`src/rtl/pipeline_hazard_controller.sv`:
```
// Execute-stage sequencing controller: load-use stall insertion, taken-jump
// flush sequencing, ALU operand forwarding selects and saturating
// stall/flush performance counters.
module pipeline_hazard_controller #(
  parameter int REG_W        = 3,
  parameter int FLUSH_CYCLES = 2
) (
  input  logic             clk,
  input  logic             rst,
  input  logic             jump_occured,
  input  logic [REG_W-1:0] id_rs1,
  input  logic [REG_W-1:0] id_rs2,
  input  logic             id_uses_rs1,
  input  logic             id_uses_rs2,
  input  logic [REG_W-1:0] ex_rd,
  input  logic             ex_reg_write,
  input  logic             ex_mem_read,
  input  logic [REG_W-1:0] mem_rd,
  input  logic             mem_reg_write,
  input  logic [REG_W-1:0] wb_rd,
  input  logic             wb_reg_write,
  output logic             pc_write_en,
  output logic             ifid_write_en,
  output logic             ifid_flush,
  output logic             idex_flush,
  output logic [1:0]       fwd_a_sel,
  output logic [1:0]       fwd_b_sel,
  output logic [15:0]      stall_count,
  output logic [15:0]      flush_count
);

  typedef enum logic [1:0] {
    RUN        = 2'd0,
    LOAD_STALL = 2'd1,
    FLUSH      = 2'd2
  } state_t;

  // Cycles still to flush after the detection cycle; the detection cycle
  // itself is the first flush cycle, so FLUSH holds FLUSH_CYCLES-1 cycles.
  localparam logic [2:0] FCNT_INIT = (FLUSH_CYCLES > 1) ? 3'(FLUSH_CYCLES - 2) : 3'd0;

  state_t     state;
  logic [2:0] fcnt;
  logic       load_use;
  logic       jump_take;
  logic       stall_take;

  // Counters hold at all-ones instead of wrapping.
  function automatic logic [15:0] sat_inc(input logic [15:0] c);
    return (c == 16'hFFFF) ? c : c + 16'd1;
  endfunction

  // Newest result wins: result_buf (1) over result_buf2 (2) over register file (0).
  function automatic logic [1:0] fwd_select(
    input logic [REG_W-1:0] src,
    input logic [REG_W-1:0] m_rd,
    input logic             m_we,
    input logic [REG_W-1:0] w_rd,
    input logic             w_we
  );
    if (m_we && (m_rd == src))      return 2'd1;
    else if (w_we && (w_rd == src)) return 2'd2;
    else                            return 2'd0;
  endfunction

  assign load_use = ex_mem_read && ex_reg_write &&
                    ((id_uses_rs1 && (id_rs1 == ex_rd)) ||
                     (id_uses_rs2 && (id_rs2 == ex_rd)));

  // A jump seen during FLUSH belongs to a squashed instruction and is ignored.
  assign jump_take  = jump_occured && (state != FLUSH);
  // Hazard detection only runs in RUN so back-to-back bubbles never occur.
  assign stall_take = (state == RUN) && !jump_occured && load_use;

  assign fwd_a_sel = fwd_select(id_rs1, mem_rd, mem_reg_write, wb_rd, wb_reg_write);
  assign fwd_b_sel = fwd_select(id_rs2, mem_rd, mem_reg_write, wb_rd, wb_reg_write);

  // Pipeline register controls from current state and current inputs.
  always_comb begin
    pc_write_en   = 1'b1;
    ifid_write_en = 1'b1;
    ifid_flush    = 1'b0;
    idex_flush    = 1'b0;
    unique case (state)
      RUN: begin
        if (jump_occured) begin
          ifid_flush = 1'b1;
          idex_flush = 1'b1;
        end else if (load_use) begin
          pc_write_en   = 1'b0;
          ifid_write_en = 1'b0;
          idex_flush    = 1'b1;
        end
      end
      LOAD_STALL: begin
        if (jump_occured) begin
          ifid_flush = 1'b1;
          idex_flush = 1'b1;
        end
      end
      FLUSH: begin
        ifid_flush = 1'b1;
        idex_flush = 1'b1;
      end
      default: ;
    endcase
  end

  // FSM sequencing, flush down-counter and performance counters.
  always_ff @(posedge clk or posedge rst) begin
    if (rst) begin
      state       <= RUN;
      fcnt        <= 3'd0;
      stall_count <= 16'd0;
      flush_count <= 16'd0;
    end else begin
      if (jump_take)  flush_count <= sat_inc(flush_count);
      if (stall_take) stall_count <= sat_inc(stall_count);
      unique case (state)
        RUN, LOAD_STALL: begin
          if (jump_take) begin
            if (FLUSH_CYCLES > 1) begin
              state <= FLUSH;
              fcnt  <= FCNT_INIT;
            end else begin
              state <= RUN;
            end
          end else if (stall_take) begin
            state <= LOAD_STALL;
          end else begin
            state <= RUN;
          end
        end
        FLUSH: begin
          if (fcnt == 3'd0) state <= RUN;
          else              fcnt  <= fcnt - 3'd1;
        end
        default: state <= RUN;
      endcase
    end
  end

endmodule

```
`config.mk`:
```
export PLATFORM = sky130hd
export DESIGN_NAME = pipeline_hazard_controller
export DESIGN_NICKNAME = d
export VERILOG_FILES = /design/src/rtl/pipeline_hazard_controller.sv
export SDC_FILE = /design/constraint.sdc
export NUM_CORES = 1
export LEC_CHECK = 0
export ABC_AREA = 1
export ABC_CLOCK_PERIOD_IN_PS = 3090
export CAP_MARGIN = 5
export CELL_PAD_IN_SITES_DETAIL_PLACEMENT = 1
export CELL_PAD_IN_SITES_GLOBAL_PLACEMENT = 1
export CORE_MARGIN = 2
export CORE_UTILIZATION = 39
export CTS_BUF_LIST = sky130_fd_sc_hd__clkbuf_4
export CTS_CLUSTER_SIZE = 24
export DETAILED_ROUTE_END_ITERATION = 16
export PLACE_DENSITY_LB_ADDON = 0.05
export SYNTH_ARGS = -nofsm -noshare
export SYNTH_HDL_FRONTEND = slang
export SYNTH_SLANG_ARGS = --single-unit
export TNS_END_PERCENT = 1
```
`constraint.sdc`:
```
create_clock -name clk -period 3.09 [get_ports clk]
set_input_delay 0.618 -clock clk [delete_from_list [all_inputs] [get_ports clk]]
set_output_delay 0.618 -clock clk [all_outputs]
set_load 0.05 [all_outputs]
```
Word-level counts from Yosys, hierarchy flattened
Index checks and enable logic that the tools add are counted.
Storage, ports and cells
  register bits after elaboration: 37
  bits in latches: 0
  memory bits (writable): 0
  bits in read-only memories: 0
  output and inout bits: 40
  memories kept: 0
Operators by class
  add/sub/neg operators: 3
  multipliers: 0
  divide/modulo/power cells: 0
  order comparisons: 0
  eq/ne operators: 14
  shifts and indexed selects: 0
  mux-type cells: 19
  bitwise operators: 2
  reductions and logical operators: 20
Operator list (count)
  adder 16 x 1 -> 16 bit (second input constant): 2
  == test 16 bit (second input constant): 2
  == test 3 bit: 6
  2-to-1 mux 2 bit: 6
  logical AND 1 bit: 11
  2-to-1 mux 1 bit: 7
  2-to-1 mux 3 bit: 2
  inequality test 2 bit (second input constant): 3
  case mux 3 bit (2 select lines): 1
  case mux 2 bit (2 select lines): 1
  AND reduction 2 bit: 2
  zero test 3 bit: 1
  case mux 1 bit (3 select lines): 1
  AND reduction 3 bit: 1
  subtractor 3 x 1 -> 3 bit (second input constant): 1
  == test 2 x 1 -> 1 bit (second input constant): 1
  == test 2 bit (second input constant): 1
  zero test 2 bit: 1
  inequality test 2 x 1 -> 1 bit (second input constant): 1
  NOT 1 bit: 2
  case mux 1 bit (2 select lines): 1
  nonzero test 2 bit: 1
  OR reduction 2 bit: 1
  zero test 1 bit: 1
  logical OR 1 bit: 1

Longest topological paths before layout
Gate-level depths: netlist (run 1).
  depth after elaboration: 8
  mapped depth: 11

Worst setup path before layout (run 1)
No wires, ideal clock.
  path type: input to output
  from: in mem_rd[0]
  to: out fwd_a_sel[1]
  data arrival time: 3.020 ns
  setup slack: -0.548 ns
  stages on the path: 5
  cell sequence: inv_1 nand2_1 o21ai_0 nor4_1 nor2_1
Between the ends
  longest elaborated chain between the ends: 3
RTL lines
  from (decl): RTL line 18  | input logic [REG_W-1:0] mem_rd,
  == test 3 bit: RTL line 61  | if (m_we && (m_rd == src)) return 2'd1;
  logical AND 1 bit: RTL line 61
  2-to-1 mux 2 bit: RTL line 61
  to (decl): RTL line 26  | output logic [1:0] fwd_a_sel,
No other way between the ends.

Worst setup path in the final report (run 1)
  from: in id_rs2[1]
  to: out fwd_b_sel[1]
Between the ends
  longest elaborated chain between the ends: 4
  elaborated cells between the ends (all ways): 6
RTL lines
  from (decl): RTL line 12  | input logic [REG_W-1:0] id_rs2,
  == test 3 bit: RTL line 62  | else if (w_we && (w_rd == src)) return 2'd2;
  logical AND 1 bit: RTL line 62
  2-to-1 mux 2 bit: RTL line 62
  2-to-1 mux 2 bit *: RTL line 61
  to (decl): RTL line 27  | output logic [1:0] fwd_b_sel,
Mark *: on every way between the ends. The rest lies on a longest branch, timed or not.

==> results of run 1 <==
[power by group through the flow]
stage | clock, uW | combinational (uW) | sequential [uW]
3_3_place_gp | 0 | 780 | 656
3_5_place_dp | 0 | 807 | 660
6_report | 445 | 799 | 652
4_1_cts | 452 | 810 | 653
5_1_grt | 476 | 879 | 668
2_1_floorplan | 0 | 360 | 823
[path summary, 6_finish.rpt]
kind                                 from              end
min in group asynchronous             rst          fcnt[2]
max in group asynchronous             rst   stall_count[9]
setup reg to reg           stall_count[0]  stall_count[15]
hold reg to reg                   fcnt[0]          fcnt[0]
hold / removal                    fcnt[0]          fcnt[0]
setup / recovery                id_rs2[1]     fwd_b_sel[1]
[area by class of cell]
| type | count | area [um^2] | share of cell area |
|---|---|---|---|
| flip-flops and latches | 37 | 926 | 0.274 |
| inverters | 42 | 160 | 0.0473 |
| clock inverters | 3 | 68.8 | 0.0203 |
| well taps | 77 | 96.3 | 0.0285 |
| repair buffers | 65 | 713 | 0.211 |
| multi-input cells | 270 | 1380 | 0.409 |
| clock buffers | 5 | 37.5 | 0.0111 |
[registers in the layout (all words and copies together), names as in the netlist]
name         cells
state            2
flush_count     16
stall_count     16
fcnt             3
[critical path, cell delays in order]
cell,delay [ns]
clkdlybuf4s50_1,0.53
inv_2,0.07
o21ai_0,0.20
nor3_1,0.09
buf_4,0.15
nor3_1,0.28
buf_12,0.19
[cells in the final DEF (no fill, tap or decap), types with 3 or more instances in the layout]
| master | synthesis | routed |
|---|---|---|
| nand2_1 | 138 | 138 |
| clkdlybuf4s50_1 | 0 | 55 |
| dfrtp_1 | 37 | 37 |
| inv_1 | 35 | 35 |
| nor2_1 | 33 | 33 |
| nand3_1 | 15 | 15 |
| o21ai_0 | 12 | 12 |
| xnor2_1 | 12 | 12 |
| xor2_1 | 11 | 11 |
| nor3_1 | 8 | 8 |
| buf_12 | 0 | 7 |
| inv_2 | 6 | 6 |
| nand4_1 | 5 | 5 |
| clkbuf_4 | 0 | 5 |
| nor2_2 | 4 | 4 |
| nand3b_1 | 4 | 4 |
| ha_1 | 4 | 4 |
| nand2_2 | 3 | 3 |
| buf_4 | 2 | 3 |
[cell families after synthesis]
family	Yosys count	synth area share
compound gates	23	0.0548
buf+inv	47	0.0832
simple gates	220	0.393
xor+xnor	23	0.0802
fa+ha+maj	4	0.0199
flops	37	0.369
[metrics by stage]
step	area (um^2)	total power, uW
2_1_floorplan	2520	1180
3_3_place_gp	3280	1440
3_5_place_dp	3280	1470
4_1_cts	3380	1920
5_1_grt	3380	2020
6_report	3380	1900
[routing by layer]
metal / global-route usage / vias up
li1: - / 1241
met1: 0.266 / 1168
met3: 0.0354 / 7
met2: 0.377 / 44
met4: 0.0557 / 0
met5: 0 / -
==> flow_summary.yaml, run 1 <==
status:
  status: "finished clean"
detailed_routing:
  routed.top_layer: "met4"
  viasPerCell: 4.93
  vias: 2460
  wl_met1_mm: 3.20
  drt_pre_antenna_iters: 4
  wl_mm: 7.02
  detail-route-antenna-nets: 0
  drt_iter0_markers: 84
  wire_per_inst_um: 14.1
  drc_errors: 0
  met2_length_mm: 3.55
  dr_wl_met3_um: 201
power_and_ir_drop:
  power_switching_uw: 804
  swShare: 0.424
  power_density_mw_per_mm2: 560
  p_clk_frac: 0.235
  combPwrFrac: 0.421
  p_seq_frac: 0.344
  p_leak_uw: 0.00157
  ir_worst_vdd_mv: 0.457
  p_int_uw: 1090
global_routing:
  grt_pass1_wl_mm: 12.4
  grt_max_degree: 38
  grt_use_total: 0.212
  globalRouteOverflowTotal: 0
  antenna_found_initial: 0
  grt_pass1_vias: 2703
yosys:
  async_flop_share: 1.00
  yosysMostFrequentCell: "nand2_1"
  synth_warnings: 0
  avgSynthCellArea_um2: 7.09
  synth_area_leaders: "dfrtp_1, nand2_1, inv_1"
  synth-seq-cells: 37
  synth_fp_nets: 382
  netlist_instances: 354
  yosysTopAreaCell: "dfrtp_1"
  synth-edff-count: 0
  synthDistinctLibCells: 33
  netlist_area_mm2: 0.00251
  synth.top_cell.area_share: 0.369
  yosysSeqAreaShare: 0.369
  synthFlopType: "dfrtp_1"
  synthTopCellsByCount: "nand2_1, dfrtp_1, inv_1"
sta:
  finClkSkew_ns: 0.0121
  hold_viol: 0
  period_minus_slack_ns: 2.76
  relSlewSlack: 0.659
  final.setup.tns_ns: 0
  worst_slack_ns: 0.335
  period_share: 0.892
  timing.hold.ws_ns: 0.512
  rsz0062_at_grt: "false"
  finalMaxSlewViolations: 0
  setup_viol: 0
  max_freq_ghz: 0.363
  worstMarginPinSlew_ns: 0.510
placement:
  io_buffers: 63
  dp.cells: 491
  gp_congestion: 0.805
  place_ws_ns: 0.325
  hpwl_mm: 5.33
clock_tree:
  hold_buffers: 0
  worstSkewPairLatency_ns: 0.36
  cts_resized: 0
  clockBufferDepth: 2
  cts_sinks: 37
  cts_setup_buffers: 0
  h-tree-depth: 2
  cts_made_buffers: 5
  root_buffer: "clkbuf_4"
  cts_tree: "yes"
  clk_pin_slew_worst_paths_ns: 0.13
floorplanning:
  dieArea_mm2: 0.00710
  die_w_um: 84.2
  start_util: 0.400
  io_pins: 64
  core_mm2: 0.00628
  dieHeight_um: 84.2
  num_rows: 29
worst_setup_path:
  cp.required_ns: 2.47
  worstRegToRegCells: 10
  cp-end-kind: "output pin"
  critical_path_class: "in -> out"
  path_max_fanout: 4
  reg2reg_slack_ns: 1.24
  crit_arrival_ns: 2.14
  start_kind: "input pin"
layout:
  diodes: 0
  fin_cells: 499
  fillerInstances: 808
  final_util: 0.539
  final_nets: 449
  area_growth_pct: 34.8
  drive_gt1_frac: 0.104
hold_path:
  min_path_type: "reg -> reg"
  hold_path_depth: 1
run:
  max_cap_violations: 0
Power figures use the tool's default switching activity.
==> run 2: changes to the inputs <==
--- a/config.mk
+++ b/config.mk
@@ -6,7 +6,7 @@
 export NUM_CORES = 1
 export LEC_CHECK = 0
 export ABC_AREA = 1
-export ABC_CLOCK_PERIOD_IN_PS = 3090
+export ABC_CLOCK_PERIOD_IN_PS = 3600
 export CAP_MARGIN = 5
 export CELL_PAD_IN_SITES_DETAIL_PLACEMENT = 1
 export CELL_PAD_IN_SITES_GLOBAL_PLACEMENT = 1
@@ -16,6 +16,7 @@
 export CTS_CLUSTER_SIZE = 24
 export DETAILED_ROUTE_END_ITERATION = 16
 export PLACE_DENSITY_LB_ADDON = 0.05
+export SKIP_LAST_GASP = 1
 export SYNTH_ARGS = -nofsm -noshare
 export SYNTH_HDL_FRONTEND = slang
 export SYNTH_SLANG_ARGS = --single-unit
==> constraint.sdc (replaced) <==
create_clock -name clk -period 3.6 [get_ports clk]
set_input_delay 0.72 -clock clk [delete_from_list [all_inputs] [get_ports clk]]
set_output_delay 0.72 -clock clk [all_outputs]
set_load 0.05 [all_outputs]
==> flow_summary.yaml, run 2 (same netlist as run 1, synthesis figures left out) <==
sta:
  finalMaxSlewViolations: 0
  timing.hold.ws_ns: 0.528
  period_share: 0.903
  max_freq_ghz: 0.308
  hold_viol: 0
  relSlewSlack: 0.509
  worstMarginPinSlew_ns: 0.736
  rsz0062_at_grt: "false"
  final.setup.tns_ns: 0
  finClkSkew_ns: 0.00714
  setup_viol: 0
  period_minus_slack_ns: 3.25
layout:
  drive_gt1_frac: 0.0948
  final_cell_mix: "nand2_1, clkdlybuf4s50_1, dfrtp_1, inv_1, nor2_1"
  diodes: 0
  final_nets: 449
  area_growth_pct: 30.5
  layout_commonest_cell: "nand2_1"
  biggestRegsByFlops: "flush_count: 16 flops, stall_count: 16 flops, fcnt: 3 flops"
  design_area_mm2: 0.00328
  fillerInstances: 805
clock_tree:
  cts_tree: "yes"
  worstSkewPairLatency_ns: 0.34
  cts_resized: 0
  cts_sinks: 37
  cts_setup_buffers: 0
  clockBufferDepth: 2
  h-tree-depth: 2
  root_buffer: "clkbuf_4"
  hold_buffers: 0
  clk_pin_slew_worst_paths_ns: 0.12
  cts_made_buffers: 5
floorplanning:
  dieHeight_um: 84.2
  dieArea_mm2: 0.00710
  die_w_um: 84.2
  io_pins: 64
  start_util: 0.400
  core_mm2: 0.00628
  num_rows: 29
global_routing:
  globalRouteOverflowTotal: 0
  grt_pass1_vias: 2704
  antenna_found_initial: 0
  grt_max_degree: 19
  grt_pass1_wl_mm: 12.2
  grt_use_total: 0.210
worst_setup_path:
  critPathLaunch: "id_rs1[1]"
  worstSetupEndpoint: "fwd_a_sel[1]"
  path_max_fanout: 4
  worst_r2r_endpoint: "stall_count[11]"
  r2r_start: "stall_count[0]"
  reg2reg_slack_ns: 1.78
  worstRegToRegCells: 10
  start_kind: "input pin"
  cp.required_ns: 2.88
  critical_path_class: "in -> out"
  cp-end-kind: "output pin"
  crit_arrival_ns: 2.53
power_and_ir_drop:
  power_switching_uw: 670
  power_density_mw_per_mm2: 465
  combPwrFrac: 0.435
  p_int_uw: 852
  p_leak_uw: 0.00152
  p_clk_frac: 0.198
  swShare: 0.440
  power_uw: 1520
  ir_worst_vdd_mv: 0.436
  p_seq_frac: 0.366
hold_path:
  min_path_type: "reg -> reg"
  hold_path.startpoint: "fcnt[0]"
placement:
  io_buffers: 63
  place_area_mm2: 0.00320
  gp_congestion: 0.814
  hpwl_mm: 5.49
run:
  max_cap_violations: 0
detailed_routing:
  vias: 2488
  wire_per_inst_um: 14.0
  detail-route-antenna-nets: 0
  drt_pre_antenna_iters: 4
  wl_mm: 6.97
  viasPerCell: 4.99
  drc_errors: 0
  drt_iter0_markers: 54
status:
  status: "finished clean"
==> run 2: cell count changes in the layout (fill, tap and decap cells not counted), sizes merged <==
cell	change
clkbuf	+1
inv	-1
clkdlybuf4s50	+3
buf	-3
clkinv	+1
bufinv	-1
==> run 2: metal layers <==
layer | track usage | wire length [um] | vias to the layer above
met2 | 0.390 | 3590 | 45
met1 | 0.247 | 3090 | 1194
met4 | 0.0645 | 73 | 0
met3 | 0.0324 | 221 | 7
met5 | 0 | 0 | -
li1 | - | - | 1242
==> run 2: power groups by stage <==
stage                     registers, uW  clock network, uW  logic (uW)
after detailed placement            566                  0         671
after global placement              563                  0         646
after CTS                           559                315         672
after floorplan                     707                  0         309
after global routing                571                325         727
final                               558                302         663
==> run 2: critical path, stage by stage <==
cell	delay, ns
clkdlybuf4s50_1	0.54
inv_2	0.07
o21ai_0	0.20
nor4_2	0.08
nor2_1	0.11
clkdlybuf4s50_1	0.81
==> run 2: how the worst min path moves through the flow <==
stage,slack [ns],cells past startpoint,to
final,0.53,1,fcnt[0]
after global routing,0.58,2,fcnt[2]
after CTS,0.53,1,fcnt[0]
after detailed placement,0.52,1,fcnt[0]
after global placement,0.49,1,fcnt[0]
after floorplan,0.46,1,fcnt[0]
==> run 2: per-stage QoR <==
stage | setup WS, ns | instances | utilization
6_report | 0.350 | 499 | 0.522
5_1_grt | 0.222 | 499 | 0.522
4_1_cts | 0.332 | 499 | 0.522
3_5_place_dp | 0.333 | 491 | 0.509
3_3_place_gp | 0.359 | 491 | 0.509
2_1_floorplan | 0.309 | 354 | -
==> run 2: layout make-up <==
type,instances,area [um^2],share of cell area
tap,77,96.3,0.0294
inverter,42,160,0.0489
multi-input combinational,270,1380,0.422
clock buffer,6,45.0,0.0137
clock inverter,2,33.8,0.0103
sequential,37,926,0.283
timing repair buffer,65,633,0.193
